`config.mk`:
```
export PLATFORM = sky130hd
export DESIGN_NAME = sga_accumulator
export DESIGN_NICKNAME = d
export VERILOG_FILES = /design/src/rtl/sga_accumulator.sv
export SDC_FILE = /design/constraint.sdc
export NUM_CORES = 1
export LEC_CHECK = 0
export CAP_MARGIN = 25
export CORE_ASPECT_RATIO = 0.6
export CORE_MARGIN = 4
export CORE_UTILIZATION = 47
export DETAILED_ROUTE_END_ITERATION = 16
export PLACE_DENSITY = 0.82
export SETUP_SLACK_MARGIN = 0.1
export SLEW_MARGIN = 10
export SYNTH_ARGS = -nofsm -noshare
export SYNTH_HDL_FRONTEND = slang
export SYNTH_SLANG_ARGS = --single-unit
export TNS_END_PERCENT = 10
```
`constraint.sdc`:
```
create_clock -name clk -period 1.7 [get_ports clk]
set_input_delay 0.34 -clock clk [delete_from_list [all_inputs] [get_ports clk]]
set_output_delay 0.34 -clock clk [all_outputs]
set_load 0.005 [all_outputs]
```
`src/rtl/sga_accumulator.sv`:
```
// Segmented-approximate accumulator: sums a handshaked operand stream with carries cut at SEG_W boundaries.
// Optional exact reference accumulator for calibration is enabled by defining SGA_ACC_EXACT_REF_EN.
module sga_accumulator #(
  parameter int DATA_W    = 16,
  parameter int SEG_W     = 4,
  parameter int MAX_TERMS = 256,
  parameter int CNT_W     = $clog2(MAX_TERMS) + 1
) (
  input  logic              clk,
  input  logic              rst_n,
  input  logic              in_valid,
  output logic              in_ready,
  input  logic [DATA_W-1:0] in_data,
  input  logic              in_last,
  output logic              out_valid,
  input  logic              out_ready,
  output logic [DATA_W-1:0] out_sum,
  output logic              out_ovf,
  output logic [CNT_W-1:0]  out_count,
  output logic              out_forced
`ifdef SGA_ACC_EXACT_REF_EN
  ,
  output logic [DATA_W+CNT_W-1:0] out_exact
`endif
);

  localparam int               NSEG     = DATA_W / SEG_W;
  localparam logic [CNT_W-1:0] MAX_CNT  = CNT_W'(MAX_TERMS);
  localparam logic             ONE_TERM = (MAX_TERMS == 1);

  typedef enum logic [1:0] {
    ST_IDLE = 2'd0,
    ST_ACC  = 2'd1,
    ST_HOLD = 2'd2
  } state_t;

  // Returns {top-segment carry, segmented sum}; lower-segment carries are dropped.
  function automatic logic [DATA_W:0] seg_add(input logic [DATA_W-1:0] a,
                                              input logic [DATA_W-1:0] b);
    logic [DATA_W-1:0] sum;
    logic [SEG_W:0]    part;
    logic              carry;
    sum   = {DATA_W{1'b0}};
    part  = {(SEG_W+1){1'b0}};
    carry = 1'b0;
    for (int k = 0; k < NSEG; k++) begin
      part = {1'b0, a[k*SEG_W +: SEG_W]} + {1'b0, b[k*SEG_W +: SEG_W]};
      sum[k*SEG_W +: SEG_W] = part[SEG_W-1:0];
      carry = part[SEG_W];
    end
    return {carry, sum};
  endfunction

  state_t            state_r, state_nxt_s;
  logic [DATA_W-1:0] acc_r, acc_nxt_s;
  logic [CNT_W-1:0]  cnt_r, cnt_nxt_s, cnt_inc_s;
  logic              ovf_r, ovf_nxt_s;
  logic              beat_s, release_s, done_s, forced_s;
  logic [DATA_W:0]   seg_s;

  logic              in_ready_r;
  logic              out_valid_r;
  logic [DATA_W-1:0] out_sum_r;
  logic              out_ovf_r;
  logic [CNT_W-1:0]  out_count_r;
  logic              out_forced_r;

  assign beat_s    = in_valid & in_ready_r;
  assign release_s = out_valid_r & out_ready;
  assign seg_s     = seg_add(acc_r, in_data);
  assign cnt_inc_s = cnt_r + {{(CNT_W-1){1'b0}}, 1'b1};

  // Next-state and accumulator update logic.
  always_comb begin
    state_nxt_s = state_r;
    acc_nxt_s   = acc_r;
    cnt_nxt_s   = cnt_r;
    ovf_nxt_s   = ovf_r;
    done_s      = 1'b0;
    forced_s    = 1'b0;
    case (state_r)
      ST_IDLE: begin
        acc_nxt_s = {DATA_W{1'b0}};
        cnt_nxt_s = {CNT_W{1'b0}};
        ovf_nxt_s = 1'b0;
        if (beat_s) begin
          acc_nxt_s = in_data;
          cnt_nxt_s = {{(CNT_W-1){1'b0}}, 1'b1};
          if (in_last || ONE_TERM) begin
            state_nxt_s = ST_HOLD;
            done_s      = 1'b1;
            forced_s    = ~in_last;
          end else begin
            state_nxt_s = ST_ACC;
          end
        end else begin
          state_nxt_s = ST_IDLE;
        end
      end
      ST_ACC: begin
        if (beat_s) begin
          acc_nxt_s = seg_s[DATA_W-1:0];
          cnt_nxt_s = cnt_inc_s;
          ovf_nxt_s = ovf_r | seg_s[DATA_W];
          // in_last wins over the count limit, so a simultaneous end is not "forced".
          if (in_last || (cnt_inc_s == MAX_CNT)) begin
            state_nxt_s = ST_HOLD;
            done_s      = 1'b1;
            forced_s    = ~in_last;
          end else begin
            state_nxt_s = ST_ACC;
          end
        end else begin
          state_nxt_s = ST_ACC;
        end
      end
      ST_HOLD: begin
        if (release_s) begin
          state_nxt_s = ST_IDLE;
          acc_nxt_s   = {DATA_W{1'b0}};
          cnt_nxt_s   = {CNT_W{1'b0}};
          ovf_nxt_s   = 1'b0;
        end else begin
          state_nxt_s = ST_HOLD;
        end
      end
      default: begin
        state_nxt_s = ST_IDLE;
        acc_nxt_s   = {DATA_W{1'b0}};
        cnt_nxt_s   = {CNT_W{1'b0}};
        ovf_nxt_s   = 1'b0;
      end
    endcase
  end

  // State, accumulator and registered result outputs.
  always_ff @(posedge clk) begin
    if (!rst_n) begin
      state_r      <= ST_IDLE;
      acc_r        <= {DATA_W{1'b0}};
      cnt_r        <= {CNT_W{1'b0}};
      ovf_r        <= 1'b0;
      in_ready_r   <= 1'b0;
      out_valid_r  <= 1'b0;
      out_sum_r    <= {DATA_W{1'b0}};
      out_ovf_r    <= 1'b0;
      out_count_r  <= {CNT_W{1'b0}};
      out_forced_r <= 1'b0;
    end else begin
      state_r     <= state_nxt_s;
      acc_r       <= acc_nxt_s;
      cnt_r       <= cnt_nxt_s;
      ovf_r       <= ovf_nxt_s;
      in_ready_r  <= (state_nxt_s != ST_HOLD);
      out_valid_r <= (state_nxt_s == ST_HOLD);
      // Result registers only load on the terminating beat, so they stay stable under backpressure.
      if (done_s) begin
        out_sum_r    <= acc_nxt_s;
        out_ovf_r    <= ovf_nxt_s;
        out_count_r  <= cnt_nxt_s;
        out_forced_r <= forced_s;
      end
    end
  end

  assign in_ready   = in_ready_r;
  assign out_valid  = out_valid_r;
  assign out_sum    = out_sum_r;
  assign out_ovf    = out_ovf_r;
  assign out_count  = out_count_r;
  assign out_forced = out_forced_r;

`ifdef SGA_ACC_EXACT_REF_EN
  localparam int EXACT_W = DATA_W + CNT_W;

  logic [EXACT_W-1:0] exact_r, exact_nxt_s, exact_in_s;
  logic [EXACT_W-1:0] out_exact_r;

  assign exact_in_s = {{CNT_W{1'b0}}, in_data};

  // Exact reference accumulator, tracking the same beats and clears as acc.
  always_comb begin
    exact_nxt_s = exact_r;
    case (state_r)
      ST_IDLE: begin
        if (beat_s) begin
          exact_nxt_s = exact_in_s;
        end else begin
          exact_nxt_s = {EXACT_W{1'b0}};
        end
      end
      ST_ACC: begin
        if (beat_s) begin
          exact_nxt_s = exact_r + exact_in_s;
        end else begin
          exact_nxt_s = exact_r;
        end
      end
      ST_HOLD: begin
        if (release_s) begin
          exact_nxt_s = {EXACT_W{1'b0}};
        end else begin
          exact_nxt_s = exact_r;
        end
      end
      default: exact_nxt_s = {EXACT_W{1'b0}};
    endcase
  end

  // Exact accumulator and its registered result.
  always_ff @(posedge clk) begin
    if (!rst_n) begin
      exact_r     <= {EXACT_W{1'b0}};
      out_exact_r <= {EXACT_W{1'b0}};
    end else begin
      exact_r <= exact_nxt_s;
      if (done_s) begin
        out_exact_r <= exact_nxt_s;
      end
    end
  end

  assign out_exact = out_exact_r;
`endif

endmodule

```
# [Word-level counts from Yosys, hierarchy flattened]
# Index checks and enable logic that the tools add are counted.
# Widths: inputs -> output; s select.
[word_totals] out_inout_bits=29 word_cells=53 register_bits=57 input_bits=21
[classes] add_sub_neg=5 reduce_logical=2 n_mux=27 bitwise_logic=4 eq_ne=5
[ops] op="$mux 16" count=3
[ops] op="$pmux 16 s3" count=1
[ops] op="$pmux 9 s3" count=1
[ops] op="$mux 9" count=2
[ops] op="$add 4x4->4" count=3
[ops] op="$mux 1" count=11
[ops] op="$mux 2" count=5
[ops] op="$add 9x1->9 const B" count=1
[ops] op="$eq 9x9->1 const B" count=1
[ops] op="$pmux 1 s2" count=3
[ops] op="$pmux 2 s3" count=1
[ops] op="$add 4x4->5" count=1
[ops] op="$eq 2x2->1 const B" count=2
[ops] op="$and 1x1->1" count=2
[ops] op="$eq 2x1->1 const B" count=1
[ops] op="$logic_not 2->1" count=1
[ops] op="$ne 2x2->1 const B" count=1
[ops] op="$logic_or 1x1->1" count=1
[ops] op="$not 1->1" count=1
[ops] op="$or 1x1->1" count=1

# [Longest topological paths before layout]
[depth] word_depth=7 depth_mapped=9 ltp_nobuf=7

# [Worst setup path before layout]
# OpenSTA, ideal clock, no wires.
[synth_path] path_type="flip-flop to flip-flop" from="register state_r[0]" to="register out_sum_r[10], in the netlist out_sum[10]" n_path_buf=2 synth_period_minus_slack_ns=1.833 path_stages_with_launch=9 slack_ns=-0.133 t_arrival_ns=1.716 t_required_ns=1.583 setup_ns=0.117 path_cell_list="dfxtp_1 inv_1 ha_1 and3_1 clkbuf_1 o21ai_0 o21ai_2 buf_4 o22a_1"
[synth_via] elab_chain_cells=2 word_cells_on_any_way=5 classes_between="eq/ne: 2; mux: 2; reduce/logical: 1"
[synth_lines] element="start, declared" line_no="54" rtl="state_t state_r, state_nxt_s;"
[synth_lines] element="start signal, assigned" line_no="150" rtl="state_r <= state_nxt_s;"
[synth_lines] element="$eq 2x2->1 (tied with other cells)" line_no="81" rtl="case (state_r)"
[synth_lines] element="$pmux 16 s3 or $pmux 1 s2 (tied branches)" line_no="81"
[synth_lines] element="end signal, assigned" line_no="145" rtl="out_sum_r <= {DATA_W{1'b0}};"
[synth_lines] element="end signal, assigned" line_no="158" rtl="out_sum_r <= acc_nxt_s;"
[synth_lines] element="end, declared" line_no="63" rtl="logic [DATA_W-1:0] out_sum_r;"
# Several ways; a longest one is shown, not always the timed one.
# A chain may end at the register's enable or synchronous reset.

# [Final worst setup path]
[layout_path] from="register acc_r[9]" to="register out_sum_r[11], in the netlist out_sum[11]"
[layout_via] elab_chain_cells=3
[layout_lines] element="start, declared" line_no="55" rtl="logic [DATA_W-1:0] acc_r, acc_nxt_s;"
[layout_lines] element="start signal, assigned" line_no="140" rtl="acc_r <= {DATA_W{1'b0}};"
[layout_lines] element="start signal, assigned" line_no="151" rtl="acc_r <= acc_nxt_s;"
[layout_lines] element="$add 4x4->4" line_no="47" rtl="part = {1'b0, a[k*SEG_W +: SEG_W]} + {1'b0, b[k*SEG_W +: SEG_W]};"
[layout_lines] element="$mux 16" line_no="101" rtl="if (beat_s) begin"
[layout_lines] element="$pmux 16 s3" line_no="81"
# No other way between the ends.

==> flow_summary.html <==
<table>
<tr><th>Metric</th><th>Value</th></tr>
<tr><th colspan="2">Routing</th></tr>
<tr><td>Via density per instance</td><td>roughly 6</td></tr>
<tr><td>Avg WL per Cell</td><td>around 20 µm</td></tr>
<tr><td>Final wirelength</td><td>9.431 mm</td></tr>
<tr><td>DRT Pass-1 Iters</td><td>7</td></tr>
<tr><td>Remaining antenna violation count after routing</td><td>0</td></tr>
<tr><td>Vias</td><td>about 2900</td></tr>
<tr><td>Final routed DRC violation total</td><td>0</td></tr>
<tr><td>Number of design-rule violations left by the first detailed-router iteration</td><td>between 200 and 250</td></tr>
<tr><th colspan="2">Critical path</th></tr>
<tr><td>Worst setup startpoint</td><td>acc_r[9]</td></tr>
<tr><td>Category of the critical setup timing path</td><td>reg2reg</td></tr>
<tr><td>Sum of buffers and inverters on the critical path</td><td>0</td></tr>
<tr><td>Cell family contributing the most delay on the critical path</td><td>simple AND/OR/NAND/NOR gates</td></tr>
<tr><td>Cell with the most instances on the worst path</td><td>sky130_fd_sc_hd__and3_1</td></tr>
<tr><td>Arrival time worst endpoint</td><td>2020 ps</td></tr>
<tr><td>CP max-delay cell</td><td>sky130_fd_sc_hd__dfxtp_2</td></tr>
<tr><td>Critical path startpoint category</td><td>flop</td></tr>
<tr><td>RR Startpoint</td><td>acc_r[9]</td></tr>
<tr><td>WP data required</td><td>between 1500 and 2000 ps</td></tr>
<tr><td>Worst path max stage delay</td><td>approximately 330 ps</td></tr>
<tr><td>Critical-path cell list</td><td>ha_1 -&gt; and3_1 -&gt; or3_4 -&gt; and3_1 -&gt; o31ai_2 -&gt; mux2i_1</td></tr>
<tr><td>Top fanout value on the critical path</td><td>2</td></tr>
<tr><td>Type of destination of the critical path</td><td>flop</td></tr>
<tr><th colspan="2">Floorplanning</th></tr>
<tr><td>Area of the die</td><td>~7400 µm²</td></tr>
<tr><td>Horiz. Die Dim</td><td>108.3 µm</td></tr>
<tr><td>Std-Cell Rows</td><td>21</td></tr>
<tr><td>Starting Density</td><td>0.4973</td></tr>
<tr><td>Core area</td><td>5702 µm²</td></tr>
<tr><td>Boundary pin count</td><td>50</td></tr>
<tr><td>Die span in y</td><td>around 70 µm</td></tr>
<tr><th colspan="2">Power and ir drop</th></tr>
<tr><td>Fraction of power spent switching nets</td><td>0.2725</td></tr>
<tr><td>Static Leak</td><td>about 1.9 nW</td></tr>
<tr><td>Portion of total power attributed to sequential cells</td><td>0.435</td></tr>
<tr><td>Max IR drop VDD</td><td>a little over 600 µV</td></tr>
<tr><td>Combinational share of power</td><td>0.213</td></tr>
<tr><td>Share of power burned in the clock network</td><td>0.352</td></tr>
<tr><td>Areal power density over the cells</td><td>between 700 and 800 nW/µm²</td></tr>
<tr><td>Internal power consumption</td><td>roughly 2.4 mW</td></tr>
<tr><td>Net switching power</td><td>0.9121 mW</td></tr>
<tr><th colspan="2">Global routing</th></tr>
<tr><td>First-pass GRT wire length</td><td>14.41 mm</td></tr>
<tr><td>Pin count of the biggest net entering global routing</td><td>17</td></tr>
<tr><td>Via count of the first global-routing pass</td><td>2941</td></tr>
<tr><td>Total global routing overflow</td><td>0</td></tr>
<tr><td>Initial antenna violation count</td><td>0</td></tr>
<tr><td>Total global-route track usage</td><td>0.2604</td></tr>
<tr><th colspan="2">Logic synthesis</th></tr>
<tr><td>Synth async-reset ratio</td><td>0</td></tr>
<tr><td>Netlist area before placement</td><td>2835 µm²</td></tr>
<tr><td>Net count after synthesis</td><td>between 300 and 400</td></tr>
<tr><td>Post-synth cell types</td><td>49</td></tr>
<tr><td>Top cell type's share of synthesized area</td><td>0.4025</td></tr>
<tr><td>Number of enable flip-flop cells after synthesis</td><td>0</td></tr>
<tr><td>Dominant cell by count in the synthesized netlist</td><td>sky130_fd_sc_hd__dfxtp_1</td></tr>
<tr><td>Count of yosys warnings during synthesis</td><td>0</td></tr>
<tr><td>Dominant synthesized flop cell</td><td>sky130_fd_sc_hd__dfxtp_1</td></tr>
<tr><td>Most used standard cells in the synthesized netlist</td><td>57 x sky130_fd_sc_hd__dfxtp_1, 27 x sky130_fd_sc_hd__nor2_1, 20 x sky130_fd_sc_hd__o22a_1</td></tr>
<tr><td>Avg Inst Size Synth</td><td>9.913 µm²</td></tr>
<tr><td>Synth area leaders</td><td>sky130_fd_sc_hd__dfxtp_1 40%, sky130_fd_sc_hd__ha_1 7.9%, sky130_fd_sc_hd__o22a_1 6.2%, sky130_fd_sc_hd__a222oi_1 3.9%, sky130_fd_sc_hd__nor2_1 3.6%</td></tr>
<tr><td>Cell taking the most area after synthesis</td><td>sky130_fd_sc_hd__dfxtp_1</td></tr>
<tr><td>Fraction of the yosys area taken by sequential cells</td><td>0.4025</td></tr>
<tr><td>Number of synthesized register bits</td><td>57</td></tr>
<tr><td>Instance count of the mapped netlist</td><td>about 290</td></tr>
<tr><th colspan="2">Place</th></tr>
<tr><td>Buffers on Ports</td><td>49</td></tr>
<tr><td>DP Area</td><td>about 3800 µm²</td></tr>
<tr><td>Cell total after placement</td><td>between 400 and 500</td></tr>
<tr><td>Final HPWL DP</td><td>between 5 and 6 mm</td></tr>
<tr><td>Placer congestion estimate</td><td>about 0.87</td></tr>
<tr><th colspan="2">Layout</th></tr>
<tr><td>Storage cell area</td><td>1167 µm²</td></tr>
<tr><td>Multi-input logic area</td><td>1851 µm²</td></tr>
<tr><td>Proportion of layout cells with a drive suffix above 1</td><td>0.3904</td></tr>
<tr><td>Post-layout net count</td><td>between 400 and 500</td></tr>
<tr><td>Non-Filler Cell Area, Final</td><td>4410 µm²</td></tr>
<tr><td>Filler cells</td><td>between 300 and 400</td></tr>
<tr><td>Number of non-filler instances in the completed layout</td><td>between 400 and 500</td></tr>
<tr><td>Fraction of the core area covered by cells at the end of the flow</td><td>0.7735</td></tr>
<tr><td>Area Growth Syn to Fin</td><td>55.56%</td></tr>
<tr><td>Antenna diode instance count</td><td>0</td></tr>
<tr><th colspan="2">Timing</th></tr>
<tr><td>Fmax</td><td>roughly 550 MHz</td></tr>
<tr><td>Final Setup Violations</td><td>28</td></tr>
<tr><td>Slew Limit Fails</td><td>0</td></tr>
<tr><td>Slew of the pin with the lowest slew margin</td><td>roughly 370 ps</td></tr>
<tr><td>Period Utilization, post-route</td><td>1.063</td></tr>
<tr><td>Post-route worst setup slack</td><td>-107.3 ps</td></tr>
<tr><td>Hold Fails Final Rpt</td><td>0</td></tr>
<tr><td>Worst slew margin relative to its limit</td><td>0.7524</td></tr>
<tr><td>Min Clock Period, post-route</td><td>about 1800 ps</td></tr>
<tr><td>RSZ-0062 raised after global routing</td><td>yes</td></tr>
<tr><td>Worst hold margin</td><td>around 470 ps</td></tr>
<tr><td>Setup tns final</td><td>-1130 ps</td></tr>
<tr><td>Worst setup skew after layout</td><td>5.969 ps</td></tr>
<tr><th colspan="2">Clock tree</th></tr>
<tr><td>Clock latency of the later-clocked register in the worst-skew pair</td><td>340 ps</td></tr>
<tr><td>TritonCTS buffer count</td><td>9</td></tr>
<tr><td>Clock root buffer master</td><td>sky130_fd_sc_hd__clkbuf_8</td></tr>
<tr><td>Post-CTS clock slew at the launch and capture registers of the worst setup and hold paths</td><td>about 60 ps</td></tr>
<tr><td>Clock sink count</td><td>57</td></tr>
<tr><td>CTS tree</td><td>built</td></tr>
<tr><td>H-tree level count</td><td>3</td></tr>
<tr><td>Maximum count of clock buffers along a single path</td><td>2</td></tr>
<tr><th colspan="2">Outcome</th></tr>
<tr><td>Violations in the final reports</td><td>setup timing</td></tr>
<tr><td>Status</td><td>complete, but fails checks</td></tr>
<tr><th colspan="2">Job</th></tr>
<tr><td>Maximum capacitance violations</td><td>0</td></tr>
<tr><th colspan="2">Hold path</th></tr>
<tr><td>Worst hold-check path type</td><td>in2reg</td></tr>
<tr><td>Start point of the worst min-delay path</td><td>in_data[0]</td></tr>
</table>
[through the flow]
step,worst slack (ps),total power [mW]
2_1_floorplan,-28.40,1.751
5_1_grt,-185.2,3.480
4_1_cts,-102.0,3.312
3_5_place_dp,-781.3,2.061
3_3_place_gp,-663.0,2.039
6_report,-107.3,3.348
[flip-flops by register name (all words and copies together) (netlist names)]
name / flops
out_ovf: 1
out_valid: 1
state_r: 2
acc_r: 16
out_count: 9
cnt_r: 9
out_sum: 16
out_forced: 1
in_ready: 1
ovf_r: 1
[worst min-delay path, cell delays in order]
cell and delay [ps]:
sky130_fd_sc_hd__dlygate4sd2_1 230, sky130_fd_sc_hd__a222oi_1 70, sky130_fd_sc_hd__nor2_1 120
[metal layers]
metal / share of wire / track usage / vias to the layer above / wire (µm)
met4: 0.026 / 0.1055 / 0 / 248
li1: - / - / 1300 / -
met2: 0.47 / 0.4257 / 164 / 4390
met3: 0.093 / 0.1056 / 32 / 879
met1: 0.41 / 0.3097 / 1364 / 3912
met5: 0 / 0 / - / 0
[placed cells by master, fill, tap and decap left out, types with 3 or more instances in the layout]
master                            netlist  final
sky130_fd_sc_hd__a21oi_2                0      4
sky130_fd_sc_hd__dfxtp_2                0     15
sky130_fd_sc_hd__dlymetal6s2s_1         0      3
sky130_fd_sc_hd__o211ai_1               3      3
sky130_fd_sc_hd__nor2_1                27     22
sky130_fd_sc_hd__dlygate4sd2_1          0     11
sky130_fd_sc_hd__nand2b_1               3      3
sky130_fd_sc_hd__o21ai_0               11      9
sky130_fd_sc_hd__xor2_1                 3      3
sky130_fd_sc_hd__a31oi_1                5      5
sky130_fd_sc_hd__dfxtp_1               57     40
sky130_fd_sc_hd__o22a_1                20     20
sky130_fd_sc_hd__nor3_1                 4      3
sky130_fd_sc_hd__buf_12                 0      4
sky130_fd_sc_hd__a311oi_2               0      4
sky130_fd_sc_hd__nand2_1               17     16
sky130_fd_sc_hd__inv_1                 10      8
sky130_fd_sc_hd__ha_1                  18      6
sky130_fd_sc_hd__o22a_2                 3      3
sky130_fd_sc_hd__a21o_1                 6      5
sky130_fd_sc_hd__nor2_2                 0      4
sky130_fd_sc_hd__mux2i_1                4      4
sky130_fd_sc_hd__a222oi_1              11     11
sky130_fd_sc_hd__and3_1                11      5
sky130_fd_sc_hd__and3_4                 0      6
sky130_fd_sc_hd__a21oi_1                8      4
sky130_fd_sc_hd__clkbuf_8               0     12
sky130_fd_sc_hd__buf_6                  8      7
sky130_fd_sc_hd__buf_4                  1     50
sky130_fd_sc_hd__ha_4                   0      7
sky130_fd_sc_hd__clkdlybuf4s50_1        0     34
sky130_fd_sc_hd__ha_2                   0      5
sky130_fd_sc_hd__nand3_1                5      5
[repair_timing]
item	in CTS	in global routing
hold buffers	0	0
resized for setup	61	36
setup buffers	11	1
cloned	3	0
pin swaps	44	28
setup endpoints to repair	55	55
[area by class of cell]
cell class / count / area share
repair buffers: 112 / 0.2434
flip-flops and latches: 57 / 0.2647
clock buffers: 13 / 0.03830
well taps: 80 / 0.02270
multi-input cells: 203 / 0.4196
inverters: 10 / 0.008511
clock inverters: 2 / 0.002837
[path summary, 6_finish.rpt]
| check | endpoint | slack (ps) | cells after the start |
|---|---|---|---|
| min reg2reg | out_sum[11] | 470 | 2 |
| min | acc_r[0] | 470 | 3 |
| max reg2reg | out_sum[11] | -110 | 6 |
| max | out_sum[11] | -110 | 6 |
[kinds of logic after synthesis]
group	count (synthesis)	share of synthesized area
flip-flops	57	0.4025
AO/OA/AOI/OAI	90	0.2498
AND/OR/NAND/NOR	80	0.1452
multiplexers	5	0.01942
XOR/XNOR	5	0.01545
buffers and inverters	27	0.06002
adder cells (fa/ha/maj)	22	0.1077
[power by group through the flow]
stage	logic [mW]	clock network, mW	registers, mW
floorplan	0.272	0	1.48
global placement	0.565	0	1.47
detailed placement	0.583	0	1.48
CTS	0.671	1.19	1.45
global route	0.755	1.26	1.46
finish	0.713	1.18	1.46
No activity file was read; power rests on OpenSTA's default activity.
